===== config.mk =====
export PLATFORM = sky130hd
export DESIGN_NAME = reg_file_rename_flat
export DESIGN_NICKNAME = d
export VERILOG_FILES = /design/src/rtl/reg_file_rename_if.sv /design/src/rtl/reg_file_rename.sv /design/src/flat_wrapper.sv
export SDC_FILE = /design/constraint.sdc
export NUM_CORES = 2
export LEC_CHECK = 0
export BUFFER_PORTS_ARGS = -buffer_cell sky130_fd_sc_hd__buf_4
export CAP_MARGIN = 15
export CORE_UTILIZATION = 30
export DETAILED_ROUTE_END_ITERATION = 12
export SETUP_SLACK_MARGIN = 0.3
export SLEW_MARGIN = 5
export SYNTH_ARGS = -nofsm -noshare
export SYNTH_HDL_FRONTEND = slang
export SYNTH_SLANG_ARGS = --single-unit

===== constraint.sdc =====
create_clock -name clk_in -period 9.4 [get_ports clk_in]
set_input_delay 0.47 -clock clk_in [delete_from_list [all_inputs] [get_ports clk_in]]
set_output_delay 0.47 -clock clk_in [all_outputs]
set_load 0.02 [all_outputs]

===== src/rtl/reg_file_rename_if.sv =====
// reg_file_rename_if: decoder/ROB/RS-facing bundle of the renaming register file.
//   master: issue/commit/flush/read-index driver (decoder + ROB side)
//   slave : the register file, returning source values, busy bits, tags, busy count
interface reg_file_rename_if #(
    parameter int XLEN    = 32,
    parameter int NREG    = 32,
    parameter int ROB_BIT = 4,
    parameter int NRD     = 2
) ();
    localparam int RW = $clog2(NREG);
    localparam int CW = $clog2(NREG + 1);
    logic                   rdy_in;
    logic                   clear_in;
    logic                   commit_valid;
    logic [RW-1:0]          commit_rd;
    logic [XLEN-1:0]        commit_data;
    logic [ROB_BIT-1:0]     commit_tag;
    logic                   issue_valid;
    logic [RW-1:0]          issue_rd;
    logic [ROB_BIT-1:0]     issue_tag;
    logic [NRD*RW-1:0]      rd_id;
    logic [NRD*XLEN-1:0]    rd_val;
    logic [NRD-1:0]         rd_busy;
    logic [NRD*ROB_BIT-1:0] rd_tag;
    logic [CW-1:0]          busy_cnt;
    modport master (
        output rdy_in, clear_in, commit_valid, commit_rd, commit_data, commit_tag,
               issue_valid, issue_rd, issue_tag, rd_id,
        input  rd_val, rd_busy, rd_tag, busy_cnt
    );
    modport slave (
        input  rdy_in, clear_in, commit_valid, commit_rd, commit_data, commit_tag,
               issue_valid, issue_rd, issue_tag, rd_id,
        output rd_val, rd_busy, rd_tag, busy_cnt
    );
endinterface


===== src/rtl/reg_file_rename.sv =====
// reg_file_rename: architectural register file with busy bits and ROB rename tags.
//   clk_in/rst_in : clock, synchronous active-high reset
//   bus (slave)   : issue marks rd busy, commit writes data and frees rd on tag match,
//                   clear_in drops all busy bits, NRD combinational read ports with
//                   same-cycle commit bypass, registered busy_cnt
module reg_file_rename #(
    parameter int XLEN    = 32,
    parameter int NREG    = 32,
    parameter int ROB_BIT = 4,
    parameter int NRD     = 2
) (
    input logic          clk_in,
    input logic          rst_in,
    reg_file_rename_if.slave bus
);
    localparam int RW = $clog2(NREG);
    localparam int CW = $clog2(NREG + 1);
    logic [XLEN-1:0]    val_q [NREG];
    logic [XLEN-1:0]    val_d [NREG];
    logic [ROB_BIT-1:0] tag_q [NREG];
    logic [ROB_BIT-1:0] tag_d [NREG];
    logic [NREG-1:0]    busy_q, busy_d;
    logic [CW-1:0]      cnt_q, cnt_d;
    logic [NRD*XLEN-1:0]    rd_val;
    logic [NRD-1:0]         rd_busy;
    logic [NRD*ROB_BIT-1:0] rd_tag;
    always_comb begin
        val_d  = val_q;
        tag_d  = tag_q;
        busy_d = busy_q;
        cnt_d  = '0;
        if (bus.commit_valid && bus.commit_rd != '0) begin
            val_d[bus.commit_rd] = bus.commit_data;
            // only the producer that still owns the register may free it
            if (busy_q[bus.commit_rd] && tag_q[bus.commit_rd] == bus.commit_tag)
                busy_d[bus.commit_rd] = 1'b0;
        end
        // issue is applied after commit so it wins on the same rd
        if (bus.clear_in)
            busy_d = '0;
        else if (bus.issue_valid && bus.issue_rd != '0) begin
            busy_d[bus.issue_rd] = 1'b1;
            tag_d[bus.issue_rd]  = bus.issue_tag;
        end
        for (int i = 0; i < NREG; i++)
            cnt_d = cnt_d + CW'(busy_d[i]);
    end
    always_ff @(posedge clk_in) begin
        if (rst_in) begin
            val_q  <= '{default: '0};
            tag_q  <= '{default: '0};
            busy_q <= '0;
            cnt_q  <= '0;
        end else if (bus.rdy_in) begin
            val_q  <= val_d;
            tag_q  <= tag_d;
            busy_q <= busy_d;
            cnt_q  <= cnt_d;
        end
    end
    for (genvar k = 0; k < NRD; k++) begin : g_rd
        logic [RW-1:0] id;
        logic          byp;
        assign id  = bus.rd_id[k*RW +: RW];
        // the retiring producer's value is forwarded in the same cycle
        assign byp = busy_q[id] && bus.commit_valid && bus.commit_rd == id &&
                     id != '0 && tag_q[id] == bus.commit_tag;
        assign rd_val[k*XLEN +: XLEN]       = byp ? bus.commit_data : val_q[id];
        assign rd_busy[k]                   = busy_q[id] && !byp;
        assign rd_tag[k*ROB_BIT +: ROB_BIT] = tag_q[id];
    end
    assign bus.rd_val   = rd_val;
    assign bus.rd_busy  = rd_busy;
    assign bus.rd_tag   = rd_tag;
    assign bus.busy_cnt = cnt_q;
endmodule

===== src/flat_wrapper.sv =====
// flat-port wrapper written by rule: the top's interface ports become plain ports
module reg_file_rename_flat 
#(
    parameter int XLEN    = 32,
    parameter int NREG    = 32,
    parameter int ROB_BIT = 4,
    parameter int NRD     = 2
)
  (clk_in, rst_in, bus_rdy_in, bus_clear_in, bus_commit_valid, bus_commit_rd, bus_commit_data, bus_commit_tag, bus_issue_valid, bus_issue_rd, bus_issue_tag, bus_rd_id, bus_rd_val, bus_rd_busy, bus_rd_tag, bus_busy_cnt);
  reg_file_rename_if #(.XLEN(XLEN), .NREG(NREG), .ROB_BIT(ROB_BIT), .NRD(NRD)) bus_i ();
  input logic clk_in;
  input logic rst_in;
  input wire logic [$bits(bus_i.rdy_in)-1:0] bus_rdy_in;
  input wire logic [$bits(bus_i.clear_in)-1:0] bus_clear_in;
  input wire logic [$bits(bus_i.commit_valid)-1:0] bus_commit_valid;
  input wire logic [$bits(bus_i.commit_rd)-1:0] bus_commit_rd;
  input wire logic [$bits(bus_i.commit_data)-1:0] bus_commit_data;
  input wire logic [$bits(bus_i.commit_tag)-1:0] bus_commit_tag;
  input wire logic [$bits(bus_i.issue_valid)-1:0] bus_issue_valid;
  input wire logic [$bits(bus_i.issue_rd)-1:0] bus_issue_rd;
  input wire logic [$bits(bus_i.issue_tag)-1:0] bus_issue_tag;
  input wire logic [$bits(bus_i.rd_id)-1:0] bus_rd_id;
  output wire logic [$bits(bus_i.rd_val)-1:0] bus_rd_val;
  output wire logic [$bits(bus_i.rd_busy)-1:0] bus_rd_busy;
  output wire logic [$bits(bus_i.rd_tag)-1:0] bus_rd_tag;
  output wire logic [$bits(bus_i.busy_cnt)-1:0] bus_busy_cnt;
  assign bus_i.rdy_in = bus_rdy_in;
  assign bus_i.clear_in = bus_clear_in;
  assign bus_i.commit_valid = bus_commit_valid;
  assign bus_i.commit_rd = bus_commit_rd;
  assign bus_i.commit_data = bus_commit_data;
  assign bus_i.commit_tag = bus_commit_tag;
  assign bus_i.issue_valid = bus_issue_valid;
  assign bus_i.issue_rd = bus_issue_rd;
  assign bus_i.issue_tag = bus_issue_tag;
  assign bus_i.rd_id = bus_rd_id;
  assign bus_rd_val = bus_i.rd_val;
  assign bus_rd_busy = bus_i.rd_busy;
  assign bus_rd_tag = bus_i.rd_tag;
  assign bus_busy_cnt = bus_i.busy_cnt;
  reg_file_rename #(.XLEN(XLEN), .NREG(NREG), .ROB_BIT(ROB_BIT), .NRD(NRD)) u_core (.clk_in(clk_in), .rst_in(rst_in), .bus(bus_i));
endmodule

Word level (Yosys, flattened, before mapping). Index checks and enable logic that the tools add are counted.

Order comparisons: 12. Bitwise gates (word level): 8. Add/sub/neg operators: 31. Multiplexer cells: 37. Equality and inequality tests: 5. Reduce and logical (&&, ||, !) cells: 25.

Operator list (number): 1024-bit bitwise mux (1); 32-bit 2-to-1 mux (11); 32-bit binary-select mux with 5-bit select (2); 6-bit by 1-bit adder with 6-bit output (30); 32-bit demux with 5-bit select (1); 128-bit bitwise mux (1); 4-bit binary-select mux with 5-bit select (3); 32-bit AND (1); 32-bit inverter (1); 32-bit bitwise OR (1); 4-bit 2-to-1 mux (7); 6-bit greater-or-equal comparator (second input constant) (4); 5-bit by 6-bit less-than comparator with 1-bit output (second input constant) (4); 5-bit inverter with 6-bit output (4); 4-bit demux with 5-bit select (1); 5-bit nonzero test (4); 1-bit logical AND (17); 1-bit binary-select mux with 5-bit select (3); 4-bit == test (3); 6-bit by 1-bit less-than comparator with 1-bit output (second input constant) (2); 1-bit demux with 5-bit select (2); 5-bit == test (2); 5-bit by 1-bit greater-or-equal comparator with 1-bit output (second input constant) (2); 1-bit 2-to-1 mux (5); 5 further kinds (6).

Output and inout port bits: 80. Logic and storage cells: 184. Input port bits: 66. Flip-flop bits (word level): 1190.

Longest topological paths before layout.
Depth after elaboration: 42. Mapped depth: 28. Gate-level depth less buffers: 24.

Worst setup path after synthesis. OpenSTA, ideal clock, no wires.

Path type: input -> register. Start point: input port bus_commit_rd[0]. End point: register u_core.cnt_q[4], in the netlist u_core.bus.busy_cnt[4]. Buffers on the path: 3. Setup time: 128 ps. Arrival: 7345 ps. Path slack: 1928 ps. Stages: 25. Data required time: 9272 ps. Cells stage by stage: buf_2 buf_2 mux4_2 a221oi_1 a31oi_1 nand4b_2 buf_2 nor4_1 o32ai_1 ha_1 inv_1 fa_1 fa_1 fa_1 fa_1 fa_1 inv_1 fa_1 fa_1 fa_1 a21o_1 a21oi_1 xnor2_1 mux2i_1 nor2_1.

Longest elaborated chain between the ends: 42. Elaborated cells on any way between the ends: 53. Those cells by class: add/sub (31); order compare (2); eq/ne (1); mux (11); bitwise (4); reduce/logical (4).

Ends and longest elaborated chain: start, declared (line flat_wrapper.sv:16) `input wire logic [$bits(bus_i.commit_rd)-1:0] bus_commit_rd;`; 5-bit by 6-bit less-than comparator with 1-bit output (not written as such), or another cell as far along (line reg_file_rename.sv:36) `busy_d[bus.commit_rd] = 1'b0;`; 1-bit logical AND (not written as such) or 4-bit binary-select mux with 5-bit select (tied branches) (line reg_file_rename.sv:36, reg_file_rename.sv:35); 1-bit 2-to-1 mux (not written as such) or 4-bit 2-to-1 mux (tied branches) (line reg_file_rename.sv:36, reg_file_rename.sv:35); 1-bit demux with 5-bit select or 4-bit 2-to-1 mux (tied branches); 32-bit inverter (no source line) or 4-bit == test (tied branches); 32-bit AND (no source line) or 1-bit logical AND (tied branches); 32-bit 2-to-1 mux (line reg_file_rename.sv:35) `if (busy_q[bus.commit_rd] && tag_q[bus.commit_rd] == bus.commit_tag)`; 32-bit 2-to-1 mux (*) (line reg_file_rename.sv:32) `if (bus.commit_valid && bus.commit_rd != '0) begin`; 32-bit bitwise OR (no source line); 32-bit 2-to-1 mux (*) (line reg_file_rename.sv:41) `else if (bus.issue_valid && bus.issue_rd != '0) begin`; 32-bit 2-to-1 mux (*) (line reg_file_rename.sv:39) `if (bus.clear_in)`; via u_core.busy_d[1] (line reg_file_rename.sv:22) `logic [NREG-1:0] busy_q, busy_d;`; 1-bit by 1-bit adder with 2-bit output (*) (line reg_file_rename.sv:46) `cnt_d = cnt_d + CW'(busy_d[i]);`; 6-bit by 1-bit adder with 6-bit output (*) (30 in a row) (line reg_file_rename.sv:46); end signal, assigned (line reg_file_rename.sv:58) `cnt_q <= cnt_d;`; end, declared (line reg_file_rename.sv:23) `logic [CW-1:0] cnt_q, cnt_d;`.

Mark *: on every way through the listed nets, which the timed path passes. The rest lies on a longest branch. The select of a mux whose other input is x is not followed. A chain may end at the register's enable or synchronous reset.

Worst setup path after layout.
Start point: input port bus_commit_rd[0]. End point: register u_core.cnt_q[4], in the netlist u_core.bus.busy_cnt[4].

Longest elaborated chain between the ends: 42. Elaborated cells on any way between the ends: 53. Those cells by class: add/sub (31); order compare (2); eq/ne (1); mux (11); bitwise (4); reduce/logical (4).

Ends and longest elaborated chain (line): 5-bit by 6-bit less-than comparator with 1-bit output (not written as such), or another cell as far along (reg_file_rename.sv:36); 1-bit logical AND (not written as such) or 4-bit binary-select mux with 5-bit select (tied branches) (reg_file_rename.sv:36, reg_file_rename.sv:35); 1-bit 2-to-1 mux (not written as such) or 4-bit 2-to-1 mux (tied branches) (reg_file_rename.sv:36, reg_file_rename.sv:35); 1-bit demux with 5-bit select or 4-bit 2-to-1 mux (tied branches); 32-bit inverter (no source line) or 4-bit == test (tied branches); 32-bit AND (no source line) or 1-bit logical AND (tied branches); 32-bit 2-to-1 mux (reg_file_rename.sv:35); 32-bit 2-to-1 mux (*) (reg_file_rename.sv:32); 32-bit bitwise OR (no source line); 32-bit 2-to-1 mux (*) (reg_file_rename.sv:41); 32-bit 2-to-1 mux (*) (reg_file_rename.sv:39); 1-bit by 1-bit adder with 2-bit output (reg_file_rename.sv:46); 6-bit by 1-bit adder with 6-bit output (29 in a row) (reg_file_rename.sv:46); 6-bit by 1-bit adder with 6-bit output (*) (reg_file_rename.sv:46).

Mark *: on every way between the ends. The rest lies on a longest branch, timed or not. The select of a mux whose other input is x is not followed.

==> run metrics <==
post-synthesis net count 6975; initial antenna violation count 18; max incr delay on CP 0.58 ns; FILL cells 21.2k; CTS buffer count 132; Post-synth EDFFs 0; Storage cell area 0.0238 mm2; vias in the first global route 54.0k; Rows 169; count leader, synth nand2_1; Post-synth ARST share 0; synthesized area 0.0640 mm2; worst endpoint required time 10.05 ns; crit path max fanout 35; number of remaining DRC errors 48; Nets 6683; Post-Route WL 260000 um; final hold violation count 0; Static Leak 22.8 nW; H-tree depth 4; power per cell area 158 mW/mm2; Seq/Total Area, Yosys 0.372; Mapped Cells 6877; Synth Flop Type dfxtp_1; clk slew on worst S/H paths 0.07 ns; clk_skew 0.0512 ns; post-synthesis sequential element count 1190; first-pass GRT wire length 375000 um; drt wl/cell 27.4 um; global placer's final weighted congestion 0.918; Peak VDD IR 0.209 mV; Slowest cell on crit path mux4_2; vias per std cell 5.94; GR Util All Layers 0.235; drt initial violations 9038; Max Root-Sink Buffers 3; hold crit path type primary input to register; pins over their slew limit 0; most frequent CP cell fa_1; Layout area overhead 12.0%; Max-cap violations 0; post-CTS sizing 0; RSZ-0062 raised after global routing false; overflow left after global routing 0; Detailed Place HPWL 141000 um; layout cells sized above 1 0.215; Post-CTS Setup Bufs 0; minimum hold slack 0.0818 ns; Die Height 464 um; failing checks DRC; vias 56.5k; CP endpoint kind register; Rel. slew slack 0.194; IO Port Bufs 145; Synth area leaders dfxtp_1 (37%), mux4_2 (26%), nand2_1 (13%); Syn Area/Cell 9.31 um2; CORE AREA 0.212 mm2; CTS sink count 1190; hold_buf cts 0; Post-synth top cells nand2_1 (2228), dfxtp_1 (1190), a21oi_1 (1131), mux4_2 (739), clkbuf_1 (549); clock insertion delay at the later pin of the skew report 0.81 ns; pin count of the biggest net entering global routing 206; setup tns final 0 ns; f_max 129 MHz; root buffer cell clkbuf_16; CP Launch Type primary input; Final setup viols 0; synth unique cells 64; CTS tree done; Critical Setup Path Class primary input to register; num ports 146; min Tclk post-route 7.73 ns; Yosys top cell area share 0.372; Critical Path AT 8.39 ns; worst-margin pin slew 1.21 ns; die span in x 464 um; post-synth top area cell dfxtp_1; multi-input logic area 0.0375 mm2; initial core utilization 0.302; share of the clock period used by the worst path 0.823; drt first pass iters 10; status complete, but fails checks; remaining antenna violation count 0; Die ar. 0.215 mm2; Yosys Warn Count 0
## report_power, final
| group | internal, mW | switching (mW) | total (mW) |
|---|---|---|---|
| clock network | 3.09 | 2.33 | 5.41 |
| logic | 0.244 | 0.596 | 0.841 |
| registers | 5.06 | 0.0149 | 5.08 |
## cell usage in the layout (no fill, tap or decap), types with 41 or more instances in the layout
master	netlist	layout
a22oi_1	41	41
nor2_1	113	81
nor2b_1	58	58
clkbuf_16	0	137
dfxtp_1	1190	1190
o21ai_0	127	127
mux2i_1	71	71
a21oi_1	1131	1130
mux2_2	107	107
nand2_1	2228	2196
buf_4	11	257
inv_1	68	68
mux4_2	739	739
## worst max-delay path: cells and delay by family
family,cells,cell delay [ns]
XOR/XNOR,1,0.09
multiplexers,2,0.71
AO/OA/AOI/OAI,6,1.51
buffers and inverters,5,1.00
AND/OR/NAND/NOR,3,0.71
adder cells (fa/ha/maj),8,3.85
## stage by stage
| step | cells | util | cell area (um2) | setup slack (ns) | total power, mW |
|---|---|---|---|---|---|
| global route | 9513 | 0.338 | 71700 | 1.34 | 11.6 |
| floorplan | 6877 | - | 64000 | 1.93 | 5.74 |
| global placement | 9272 | 0.317 | 67200 | 0.933 | 6.00 |
| detailed placement | 9272 | 0.317 | 67200 | 0.984 | 6.01 |
| CTS | 9511 | 0.338 | 71700 | 1.77 | 11.3 |
| finish | 9515 | 0.338 | 71700 | 1.67 | 11.3 |
## kinds of logic (layout without fill, tap and decap cells)
family                     count (synthesis)  in the layout  share of synthesized area
and+or+nand+nor                         2552           2552                      0.158
buffers and inverters                    766            579                     0.0486
other                                      0              4                          0
adders and majority gates                 32             32                    0.00907
DFF                                     1190           1190                      0.372
AOI/OAI and AO/OA                       1371           1371                      0.113
muxes                                    947            947                      0.297
xor gates and xnor gates                  19             19                    0.00260
## flip-flops by register name, summed over array words and instances, names as in the netlist
register             flops
u_core.bus.busy_cnt      6
u_core.val_q          1024
u_core.tag_q           128
u_core.busy_q           32
## layer usage
layer	GRT usage	part of all wire	vias up
met3	0.0634	0.14	738
li1	-	-	23700
met1	0.318	0.38	28000
met4	0.104	0.046	8
met2	0.349	0.44	4069
met5	0	0.00020	-
## path summary, 6_finish.rpt
check	slack [ns]	depth (start not counted)	to	startpoint
worst max register to register	1.69	24	u_core.bus.busy_cnt[4]	u_core.tag_q[100]
worst min register to register	0.46	2	u_core.val_q[574]	u_core.val_q[574]
worst min-delay path	0.08	3	u_core.val_q[980]	bus_commit_data[20]
worst max-delay path	1.67	25	u_core.bus.busy_cnt[4]	bus_commit_rd[0]
## layout make-up
| class | count | share of cell area |
|---|---|---|
| Clock inverter | 43 | 0.00752 |
| Timing Repair Buffer | 271 | 0.0301 |
| Sequential cell | 1190 | 0.332 |
| Tap cell | 2821 | 0.0492 |
| Antenna cell | 4 | 0.000140 |
| Inverter | 69 | 0.00368 |
| Multi-Input combinational cell | 4921 | 0.522 |
| Clock buffer | 196 | 0.0547 |
No activity file was read; power rests on OpenSTA's default activity.
